==> config.mk <==
export PLATFORM = sky130hd
export DESIGN_NAME = prbs_gen
export DESIGN_NICKNAME = d
export VERILOG_FILES = /design/src/rtl/prbs_pkg.sv /design/src/rtl/prbs_next.sv /design/src/rtl/prbs_gen.sv
export SDC_FILE = /design/constraint.sdc
export NUM_CORES = 1
export LEC_CHECK = 0
export BUFFER_PORTS_ARGS = -buffer_cell sky130_fd_sc_hd__buf_2
export CORE_MARGIN = 3
export CORE_UTILIZATION = 53
export CTS_BUF_LIST = sky130_fd_sc_hd__clkbuf_8
export DETAILED_ROUTE_END_ITERATION = 6
export PLACE_DENSITY = 0.8
export SETUP_SLACK_MARGIN = 0.15
export SLEW_MARGIN = 25
export SYNTH_ARGS = -nofsm -noshare
export SYNTH_HDL_FRONTEND = slang
export SYNTH_SLANG_ARGS = --single-unit
==> constraint.sdc <==
create_clock -name clk -period 1.65 [get_ports clk]
set_input_delay 0.0825 -clock clk [delete_from_list [all_inputs] [get_ports clk]]
set_output_delay 0.0825 -clock clk [all_outputs]
set_load 0.03 [all_outputs]
==> src/rtl/prbs_pkg.sv <==
// ---------------------------------------------------------------------------
// prbs_pkg -- shared constants for the PRBS generator.
//   MODE_FIBONACCI / MODE_GALOIS : encoding of the prbs_gen MODE parameter
//   N_MIN / N_MAX                : supported register lengths
//   tap_mask(n)                  : maximal-length XOR tap mask for length n,
//                                  bit (t-1) set for each 1-indexed tap t
// ---------------------------------------------------------------------------
package prbs_pkg;

   localparam int MODE_FIBONACCI = 0;
   localparam int MODE_GALOIS    = 1;

   localparam int N_MIN = 3;
   localparam int N_MAX = 16;

   function automatic logic [15:0] tap_mask(input int n);
      logic [15:0] mask;
      mask = 16'h0000;
      case (n)
         3:       mask = 16'h0006;  // 3,2
         4:       mask = 16'h000C;  // 4,3
         5:       mask = 16'h0014;  // 5,3
         6:       mask = 16'h0030;  // 6,5
         7:       mask = 16'h0060;  // 7,6
         8:       mask = 16'h00B8;  // 8,6,5,4
         9:       mask = 16'h0110;  // 9,5
         10:      mask = 16'h0240;  // 10,7
         11:      mask = 16'h0500;  // 11,9
         12:      mask = 16'h0829;  // 12,6,4,1
         13:      mask = 16'h100D;  // 13,4,3,1
         14:      mask = 16'h2015;  // 14,5,3,1
         15:      mask = 16'h6000;  // 15,14
         16:      mask = 16'hD008;  // 16,15,13,4
         default: mask = 16'h0000;
      endcase
      return mask;
   endfunction

endpackage

==> src/rtl/prbs_next.sv <==
// ---------------------------------------------------------------------------
// prbs_next -- combinational LFSR next-state function.
//   Parameters: N (register length), MODE (MODE_FIBONACCI or MODE_GALOIS)
//   state : current LFSR state
//   next  : state after one shift
// Fibonacci shifts left and feeds the parity of the tap bits into bit 0;
// Galois shifts right and XORs the tap mask in when the outgoing bit is 1.
// ---------------------------------------------------------------------------
module prbs_next
   import prbs_pkg::*;
#(
   parameter int N    = 8,
   parameter int MODE = MODE_FIBONACCI
) (
   input  logic [N-1:0] state,
   output logic [N-1:0] next
);

   localparam logic [N-1:0] TAP_MASK = N'(tap_mask(N));

   generate
      if (MODE == MODE_GALOIS) begin : g_galois
         always_comb begin
            // NOTE: combinational blocks assign every output unconditionally
            // up front so no path can leave it unassigned and infer a latch.
            next = state >> 1;
            if (state[0]) begin
               next = next ^ TAP_MASK;
            end
         end
      end else begin : g_fibonacci
         always_comb begin
            next = {state[N-2:0], ^(state & TAP_MASK)};
         end
      end
   endgenerate

endmodule

==> src/rtl/prbs_gen.sv <==
// ---------------------------------------------------------------------------
// prbs_gen -- maximal-length PRBS source with valid/ready output handshake.
//   Parameters: N (3..16, register length), MODE (0 Fibonacci, 1 Galois)
//   clk        : clock, rising edge
//   rst        : synchronous active-high reset (state and seed back to 1)
//   seed_load  : load seed_in as new state and active seed (wins over a fire)
//   seed_in    : seed value; all-zero loads 1 and raises lockup
//   num_ready  : consumer accepts num this cycle
//   num_valid  : num is a valid sequence value (low in reset / load cycles)
//   num        : current LFSR state
//   wrap       : one-cycle pulse when the state has returned to the seed
//   lockup     : sticky, an all-zero state was seen and repaired
// ---------------------------------------------------------------------------
module prbs_gen
   import prbs_pkg::*;
#(
   parameter int N    = 8,
   parameter int MODE = MODE_FIBONACCI
) (
   input  logic         clk,
   input  logic         rst,
   input  logic         seed_load,
   input  logic [N-1:0] seed_in,
   input  logic         num_ready,
   output logic         num_valid,
   output logic [N-1:0] num,
   output logic         wrap,
   output logic         lockup
);

   generate
      if (N < N_MIN || N > N_MAX) begin : g_bad_n
         $error("prbs_gen: N must be in 3..16");
      end
      if (MODE != MODE_FIBONACCI && MODE != MODE_GALOIS) begin : g_bad_mode
         $error("prbs_gen: MODE must be 0 or 1");
      end
   endgenerate

   localparam logic [N-1:0] ONE = N'(1);

   logic [N-1:0] state;
   logic [N-1:0] seed;
   logic [N-1:0] next;
   logic         fire;

   prbs_next #(
      .N    (N),
      .MODE (MODE)
   ) u_next (
      .state (state),
      .next  (next)
   );

   // Valid is withheld only while reset or a reload is in progress, so the
   // first value after either is presented in the very next cycle.
   always_comb begin
      num_valid = !rst && !seed_load;
      fire      = num_valid && num_ready;
   end

   always_ff @(posedge clk) begin
      // NOTE: sequential state uses non-blocking assignments so every
      // register samples pre-edge values, independent of statement order.
      if (rst) begin
         state  <= ONE;
         seed   <= ONE;
         wrap   <= 1'b0;
         lockup <= 1'b0;
      end else if (seed_load) begin
         // An all-zero seed would freeze the LFSR; substitute 1 and flag it.
         if (seed_in == '0) begin
            state  <= ONE;
            seed   <= ONE;
            lockup <= 1'b1;
         end else begin
            state <= seed_in;
            seed  <= seed_in;
         end
         wrap <= 1'b0;
      end else if (state == '0) begin
         // Defensive repair of a corrupted state; this cycle is not a fire.
         state  <= ONE;
         lockup <= 1'b1;
         wrap   <= 1'b0;
      end else if (fire) begin
         state <= next;
         wrap  <= (next == seed);
      end else begin
         wrap <= 1'b0;
      end
   end

   assign num = state;

endmodule

==> results of run 1 <==
worst reg2reg max path: cells and delay by family, from the launching register on:
kind	cells	cell delay [ns]
buf+inv	1	0.08
fa+ha+maj	1	0.12
flops	1	0.36
compound gates	2	0.47
simple gates	1	0.38
cells by family after synthesis:
kind of cell	share of synthesized area (%)
buffers and inverters	5.103
XOR/XNOR	9.656
adder cells (fa/ha/maj)	1.379
AND/OR/NAND/NOR	23.17
flip-flops	39.72
multiplexers	1.103
AO/OA/AOI/OAI	19.86
sequential cells by signal, indices dropped and copies added, names as in the netlist:
| name | count |
|---|---|
| wrap | 1 |
| seed | 8 |
| num | 8 |
| lockup | 1 |
repair_timing:
action	CTS	global route
cloned	1	0
resized for setup	2	1
buffers inserted	0	3
endpoints found under the setup margin	5	9
pin swaps	3	0
endpoints found under the hold margin	0	0
layout make-up:
cell class                 count  area (um^2)
clock inverter                 1        3.754
timing repair buffer          27        147.6
fill                         127        412.9
tap                           16        20.02
multi-input combinational     78        535.5
clock buffer                   3        41.29
inverter                       8        30.03
sequential                    18        367.9
placed cells by master (no fill, tap or decap):
| cell | count |
|---|---|
| nor2_1 | 9 |
| clkbuf_8 | 3 |
| clkinv_1 | 1 |
| dfxtp_4 | 2 |
| ha_4 | 1 |
| dfxtp_1 | 16 |
| nand2b_1 | 2 |
| a31oi_1 | 1 |
| o21ai_0 | 7 |
| nor4_4 | 1 |
| nand4_1 | 2 |
| inv_2 | 2 |
| a211oi_2 | 3 |
| a211oi_1 | 4 |
| xnor2_1 | 9 |
| inv_1 | 6 |
| o21bai_1 | 1 |
| nand3b_1 | 1 |
| or4_4 | 1 |
| mux2i_1 | 1 |
| o2bb2ai_1 | 1 |
| a21oi_1 | 10 |
| buf_4 | 5 |
| nor2b_1 | 1 |
| nand2_1 | 15 |
| o211ai_1 | 1 |
| nor3_2 | 1 |
| buf_2 | 22 |
| a211oi_4 | 1 |
| nor4b_4 | 1 |
| nor3_1 | 3 |
| xor2_1 | 1 |
routing by layer:
layer	vias up	part of all wire, %	global-route usage, %
li1	428	-	-
met5	-	0	0
met4	0	2.6	12.71
met1	398	43	29.84
met3	9	5.9	4.215
met2	33	48	36.36
power by group:
group / total (mW) / internal (mW) / switching, mW / leakage (nW)
sequential: 0.496 / 0.463 / 0.0333 / 0.150
clock: 0.311 / 0.165 / 0.145 / 0.0269
combinational: 0.272 / 0.110 / 0.161 / 0.298
worst paths after layout:
path,end,startpoint,cells past startpoint,slack (ns)
min reg2reg,seed[2]$_SDFFE_PP0P_,seed[2]$_SDFFE_PP0P_,2,0.48
max,num[2]$_SDFFE_PP0P_,num[4]$_SDFFE_PP0P_,5,0.14
max reg2reg,num[2]$_SDFFE_PP0P_,num[4]$_SDFFE_PP0P_,5,0.14
min,num[0]$_SDFFE_PP1P_,seed_in[0],3,0.09
==> impl_metrics.yaml, run 1 <==
status:
  status: "complete, no violations"
final_layout:
  nets: 149
  postLayoutCellArea_um2: 1146
  area_delta_synth_final_pct: 26.34
  drive_gt1_share_pct: 31.85
  instances_no_fill: 151
  post-route-util_pct: 73.52
  diodes: 0
floorplan:
  die_x_um: 47.37
  fp.dieH_um: 47.37
  dieArea_um2: 2244
  initial_core_util_pct: 58.19
  fp.coreArea_um2: 1559
  ios: 23
  num_rows: 14
run:
  drv_cap: 0
clock_network:
  clk_path_buf_depth: 2
  hold_buffers: 0
  clkTransAtPathRegs_ns: 0.07
  clk_latency_ns: 0.26
  cts_root_buf: "clkbuf_8"
  cts_buffers: 3
  cts_tree: "done"
  h-tree-depth: 1
  cts_sinks: 18
yosys:
  synthFlopType: "dfxtp_1"
  synthesis.instances: 107
  seq_area_frac_synth_pct: 39.72
  yosys.area.top_type_share_pct: 39.72
  synth_area_leaders: "dfxtp_1 (40%), xnor2_1 (8.7%), nand2_1 (6.2%)"
  synth.cell_area_um2: 907.1
  synth_common_cells: "dfxtp_1 (18), nand2_1 (15), a21oi_1 (10)"
  avgSynthCellArea_um2: 8.478
  yosysUniqueCellTypes: 28
  syn-num-nets: 120
  ys_seq_elements: 18
  synth_enable_flop_cells: 0
  synth_most_common_cell: "dfxtp_1"
  ys_async_sr_fraction_pct: 0
  yosys.area.top_type: "dfxtp_1"
  yosys_warnings: 0
route:
  dr.pass1.iters: 4
  ant_nets: 0
  avgRoutedWirePerCell_um: 15.40
  drt-total-wl_um: 2326
  initialDrtViolationCount: 12
  drc: 0
  vias: 868
  vias_per_cell: 5.748
critical_path:
  crit_fanout: 5
  path_class: "flip-flop to flip-flop"
  slowest_delay_ns: 0.38
  slowest_stage: "nor4b_4"
  crit_chain: "inv_2 > ha_4 > nor4b_4 > a211oi_2 > a211oi_1"
  critPathLaunchType: "flip-flop"
  endpoint_kind: "flip-flop"
  path_buf_inv: 1
  crit_arrival_ns: 1.66
  required_ns: 1.80
  crit_family: "compound AO/OA/AOI/OAI gates"
sta:
  finClkSkew_ns: 0.008876
  hold_slack_ns: 0.09230
  setup_tns_ns: 0
  fin_crit_ns: 1.507
  fmax_mhz: 663.7
  finalWorstSetupSlack_ns: 0.1433
  worst_slew_pin_slew_ns: 0.4596
  drv_slew: 0
  finalSetupViolCount: 0
  min_period_over_period_pct: 91.31
  grt_setup_unrepaired: "true"
  hold_viol_final: 0
  maxSlewHeadroom_pct: 69.19
place:
  hpwl_um: 1596
  place_area_um2: 1046
  io_buffer_count: 22
  post-place-ws_ns: 0.07651
  gp_congestion: 0.8632
  dp_cells: 143
min_path:
  hp-class: "input port to flip-flop"
global_route:
  grt-ovfl-total: 0
  antenna_found_initial: 0
  grtUsageTotal_pct: 23.24
  grt_pass1_wl_um: 3608
  first_global_vias: 778
  grt_max_degree: 22
power_and_ir_drop:
  power_density_nw_per_um2: 940.6
  vdd_drop_max_uv: 798.1
  p_total_mw: 1.078
  p_leak_nw: 0.4744
Note: power is estimated with default switching activity, not from simulation.
==> inputs of run 2 (changes only) <==
Settings changed: CORE_UTILIZATION 53 to 58, PLACE_DENSITY 0.8 to 0.86, RECOVER_POWER set to 25.
Clock period 1.65 ns to 2 ns, I/O delays scaled along.
==> impl_metrics.yaml, run 2 (synthesis results as in run 1) <==
route:
  dr.pass1.iters: 4
  initialDrtViolationCount: 28
  vias_per_cell: 5.867
  vias: 839
  drc: 0
  ant_nets: 0
  drt-total-wl_um: 2130
  avgRoutedWirePerCell_um: 14.90
critical_path:
  crit_fanout: 9
  endpoint_kind: "flip-flop"
  endpoint: "num[7]$_SDFFE_PP0P_"
  path_class: "flip-flop to flip-flop"
  required_ns: 2.11
  r2r_cells: 6
  crit_start: "num[4]$_SDFFE_PP0P_"
  critPathLaunchType: "flip-flop"
  crit_arrival_ns: 1.79
  reg2reg_to: "num[7]$_SDFFE_PP0P_"
  rrSetupSlack_ns: 0.32
  rr_startpoint: "num[4]$_SDFFE_PP0P_"
sta:
  finClkSkew_ns: 0.0006825
  fmax_mhz: 594.0
  finalSetupViolCount: 0
  hold_viol_final: 0
  worst_slew_pin_slew_ns: 0.8309
  drv_slew: 0
  grt_setup_unrepaired: "false"
  min_period_over_period_pct: 84.17
  fin_crit_ns: 1.683
  maxSlewHeadroom_pct: 44.61
  setup_tns_ns: 0
clock_network:
  cts_tree: "done"
  clk_path_buf_depth: 2
  cts_root_buf: "clkbuf_8"
  post-cts-setup-buffers: 0
  hold_buffers: 0
  clkTransAtPathRegs_ns: 0.06
  cts_sinks: 18
  ctsResizeCount: 0
  h-tree-depth: 1
  clk_latency_ns: 0.25
  cts_buffers: 3
global_route:
  grt_pass1_wl_um: 3677
  first_global_vias: 789
  grt_max_degree: 21
  antenna_found_initial: 0
  grt-ovfl-total: 0
  grtUsageTotal_pct: 24.68
power_and_ir_drop:
  combinationalPowerShare_pct: 23.2
  swShare_pct: 30.58
  power_density_nw_per_um2: 807.8
  p_sw_mw: 0.2612
  internal_power_mw: 0.5929
  vdd_drop_max_uv: 612.8
  p_clk_share_pct: 28.7
  p_leak_nw: 0.4274
  p_seq_share_pct: 48.0
status:
  status: "complete, no violations"
min_path:
  hp-class: "input port to flip-flop"
floorplan:
  initial_core_util_pct: 65.61
  dieArea_um2: 2074
  ios: 23
  die_x_um: 45.55
  fp.dieH_um: 45.55
  num_rows: 13
  fp.coreArea_um2: 1383
place:
  place_area_um2: 1020
  io_buffer_count: 22
  gp_congestion: 0.8575
run:
  drv_cap: 0
final_layout:
  nets: 143
  postLayoutCellArea_um2: 1057
  layout_common_cells: "buf_2 (19), dfxtp_1 (18), nand2_1 (15), a21oi_1 (10)"
  diodes: 0
  layout.area.seq_um2: 360.3
  drive_gt1_share_pct: 21.09
  fillers: 105
  area_delta_synth_final_pct: 16.55
  multiInputGateArea_um2: 500.5
  final_common_cell: "buf_2"
-- run 2: critical path, cell delays in order (launching register included) --
cell and delay [ns]:
dfxtp_1 0.38, inv_1 0.07, ha_1 0.20, nor4b_4 0.15
a211oi_4 0.41, mux2i_1 0.27, nor2_1 0.05
-- run 2: how the worst min path moves through the flow --
stage | to | start | cells past startpoint
6_report | seed[2]$_SDFFE_PP0P_ | seed_in[2] | 3
2_1_floorplan | num[0]$_SDFFE_PP1P_ | seed_in[0] | 2
3_5_place_dp | num[0]$_SDFFE_PP1P_ | seed_in[0] | 3
4_1_cts | num[0]$_SDFFE_PP1P_ | seed_in[0] | 3
3_3_place_gp | num[0]$_SDFFE_PP1P_ | seed_in[0] | 3
5_1_grt | seed[3]$_SDFFE_PP0P_ | seed_in[3] | 3
-- run 2: area by class of cell --
class	instances	share of cell area [%]
Clock buffer	3	3.905
Inverter	8	2.840
Multi-Input combinational cell	77	47.34
Sequential cell	18	34.08
Tap cell	15	1.775
Timing Repair Buffer	22	10.06
-- run 2: routing by layer --
metal | track usage [%] | part of all wire [%] | vias up
met3 | 4.743 | 8.9 | 4
met2 | 37.05 | 45 | 56
met1 | 34.06 | 44 | 370
li1 | - | - | 409
met5 | 0 | 0 | -
met4 | 10.53 | 1.4 | 0
-- run 2: power by group through the flow --
stage / sequential [mW] / clock (mW) / combinational, mW
after global routing: 0.413 / 0.271 / 0.215
after global placement: 0.416 / 0 / 0.192
after floorplan: 0.441 / 0 / 0.117
final: 0.410 / 0.246 / 0.198
after CTS: 0.410 / 0.248 / 0.198
after detailed placement: 0.417 / 0 / 0.196
-- run 2: through the flow --
step / setup slack (ns) / std cells / hold WS, ns / utilization (%) / power (mW)
2_1_floorplan: 0.2773 / 107 / 0.2444 / - / 0.5573
3_3_place_gp: 0.4483 / 140 / 0.3627 / 73.76 / 0.6080
3_5_place_dp: 0.3474 / 140 / 0.3786 / 73.76 / 0.6133
4_1_cts: 0.3361 / 143 / 0.1247 / 76.74 / 0.8563
5_1_grt: 0.1893 / 143 / 0.1441 / 76.47 / 0.8983
6_report: 0.3166 / 143 / 0.1290 / 76.47 / 0.8540
==> inputs of run 3 (changes only) <==
Settings changed: ABC_AREA set to 1, CORE_UTILIZATION 58 to 55, PLACE_DENSITY 0.86 to 0.81.
Clock period 2 ns to 1.68 ns, I/O delays scaled along.
==> impl_metrics.yaml, run 3 <==
floorplan:
  ios: 23
  fp.coreArea_um2: 1594
  initial_core_util_pct: 62.24
  die_x_um: 48.48
  num_rows: 14
  dieArea_um2: 2350
  fp.dieH_um: 48.48
yosys:
  synth.cell_area_um2: 992.2
  yosys.area.top_type: "dfxtp_1"
  synthMuxAreaShare_pct: 0
  avgSynthCellArea_um2: 6.360
  synth_most_common_cell: "nand2_1"
  yosys_warnings: 0
  ys_seq_elements: 18
  synth_compound_area_share_pct: 13.62
  synthSimpleGateAreaFrac_pct: 35.44
  synth_enable_flop_cells: 0
  syn-num-nets: 169
  ys_async_sr_fraction_pct: 0
  synth_xor_area_share_pct: 0.8827
  synth_common_cells: "nand2_1 (43), nor2_1 (24), inv_1 (23)"
  synth_top_family_by_area: "simple AND/OR/NAND/NOR gates"
  synthFlopType: "dfxtp_1"
  synth_area_leaders: "dfxtp_1 (36%), nand2_1 (16%), nor2_1 (9.1%)"
  seq_area_frac_synth_pct: 36.32
  synthAdderAreaFrac_pct: 1.261
  yosys.area.top_type_share_pct: 36.32
  synthesis.instances: 156
  yosysUniqueCellTypes: 19
clock_network:
  clk_path_buf_depth: 2
  clk_latency_ns: 0.25
  h-tree-depth: 1
  cts_tree: "done"
  cts_root_buf: "clkbuf_8"
  cts_buffers: 3
  clkTransAtPathRegs_ns: 0.07
  cts_sinks: 18
  hold_buffers: 0
route:
  vias_per_cell: 5.448
  initialDrtViolationCount: 80
  ant_nets: 0
  vias: 1106
  drt-total-wl_um: 2645
  dr.pass1.iters: 4
  avgRoutedWirePerCell_um: 13.03
  drc: 0
final_layout:
  post-route-util_pct: 74.18
  final_common_cell: "nand2_1"
  area_delta_synth_final_pct: 19.17
  layout_common_cells: "nand2_1 (42), nor2_1 (24), inv_1 (23), buf_2 (21), dfxtp_1 (16)"
  postLayoutCellArea_um2: 1182
  diodes: 0
  drive_gt1_share_pct: 20.67
  nets: 193
  instances_no_fill: 203
run:
  drv_cap: 0
min_path:
  hp-class: "input port to flip-flop"
  hold_start: "seed_in[0]"
  worstHoldPathCells: 5
  min_to: "seed[0]$_SDFFE_PP1P_"
critical_path:
  critPathLaunchType: "input port"
  crit_arrival_ns: 1.39
  path_buf_inv: 4
  crit_fanout: 17
  rrSetupSlack_ns: 0.28
  path_class: "input port to output port"
  reg2reg_to: "num[0]$_SDFFE_PP1P_"
  crit_family: "buffers and inverters"
  required_ns: 1.60
  r2r_cells: 11
  slowest_delay_ns: 0.59
  endpoint_kind: "output port"
  rr_startpoint: "num[4]$_SDFFE_PP0P_"
  slowest_stage: "clkbuf_1"
  crit_chain: "clkbuf_1 > inv_2 > nand2_1 > inv_1 > buf_2"
status:
  status: "complete, no violations"
place:
  place_area_um2: 1114
  dp_cells: 199
  io_buffer_count: 22
  gp_congestion: 0.8469
  hpwl_um: 1891
sta:
  maxSlewHeadroom_pct: 46.16
  hold_viol_final: 0
  grt_setup_unrepaired: "false"
  fin_crit_ns: 1.475
  setup_tns_ns: 0
  drv_slew: 0
  fmax_mhz: 677.8
  worst_slew_pin_slew_ns: 0.8076
  hold_slack_ns: 0.1247
  finClkSkew_ns: 0.0009490
  finalSetupViolCount: 0
  min_period_over_period_pct: 87.81
global_route:
  grt_max_degree: 18
  grt-ovfl-total: 0
  grt_pass1_wl_um: 4436
  grtUsageTotal_pct: 24.01
  antenna_found_initial: 0
  first_global_vias: 1003
power_and_ir_drop:
  combinationalPowerShare_pct: 25.8
  internal_power_mw: 0.7661
  p_sw_mw: 0.3740
  swShare_pct: 32.80
  p_seq_share_pct: 42.8
  p_clk_share_pct: 31.4
  power_density_nw_per_um2: 964.2
  p_leak_nw: 0.5886
  vdd_drop_max_uv: 655.8
==> run 3: worst register-to-register path: stages (launching register included) <==
cell     delay [ns]
dfxtp_2        0.37
inv_1          0.09
ha_4           0.28
inv_1          0.05
nand2_1        0.06
nand3_1        0.08
nand2_2        0.10
nand2_1        0.06
nand2_1        0.06
nand2_1        0.05
nand2_1        0.06
nand2_1        0.05
==> run 3: kinds of logic after synthesis <==
group,after synthesis
adders and majority gates,1
xor gates and xnor gates,1
AOI/OAI and AO/OA,23
buffers and inverters,29
DFF,18
and+or+nand+nor,84
==> run 3: worst max path at each step <==
stage	start	to	slack, ns	cells past startpoint
2_1_floorplan	num[4]$_SDFFE_PP0P_	num[0]$_SDFFE_PP1P_	0.26	11
3_3_place_gp	num[4]$_SDFFE_PP0P_	num[0]$_SDFFE_PP1P_	0.31	11
3_5_place_dp	num[4]$_SDFFE_PP0P_	num[0]$_SDFFE_PP1P_	0.28	11
4_1_cts	num[4]$_SDFFE_PP0P_	num[0]$_SDFFE_PP1P_	0.24	11
5_1_grt	seed_load	num_valid	0.08	5
6_report	seed_load	num_valid	0.20	5
==> run 3: stage by stage <==
step	setup slack, ns	power (mW)
2_1_floorplan	0.2622	0.6979
3_3_place_gp	0.3138	0.7673
3_5_place_dp	0.2755	0.7737
4_1_cts	0.2388	1.133
5_1_grt	0.07968	1.208
6_report	0.2047	1.140
==> run 3: layer usage <==
layer	track usage, %	part of all wire [%]
met5	0	0
met4	12.80	2.7
met2	40.60	47
met1	28.71	42
met3	4.601	7.4
==> run 3: cell type report <==
class / instances / area (um^2)
multi-input combinational: 109 / 523.0
fill: 133 / 411.6
sequential: 18 / 362.8
timing repair buffer: 22 / 108.9
inverter: 26 / 102.6
clock buffer: 4 / 55.05
tap: 24 / 30.03
==> run 3: power by group through the flow <==
stage	registers (mW)	clock network, mW	logic (mW)
after floorplan	0.530	0	0.168
after global placement	0.496	0	0.272
after detailed placement	0.497	0	0.277
after CTS	0.487	0.365	0.280
after global routing	0.492	0.388	0.328
final	0.488	0.358	0.294
==> run 3: timing repair <==
item | in CTS | in global routing
resized for setup | 0 | 3
endpoints found under the setup margin | 0 | 3
endpoints found under the hold margin | 0 | 0
setup buffers | 0 | 0
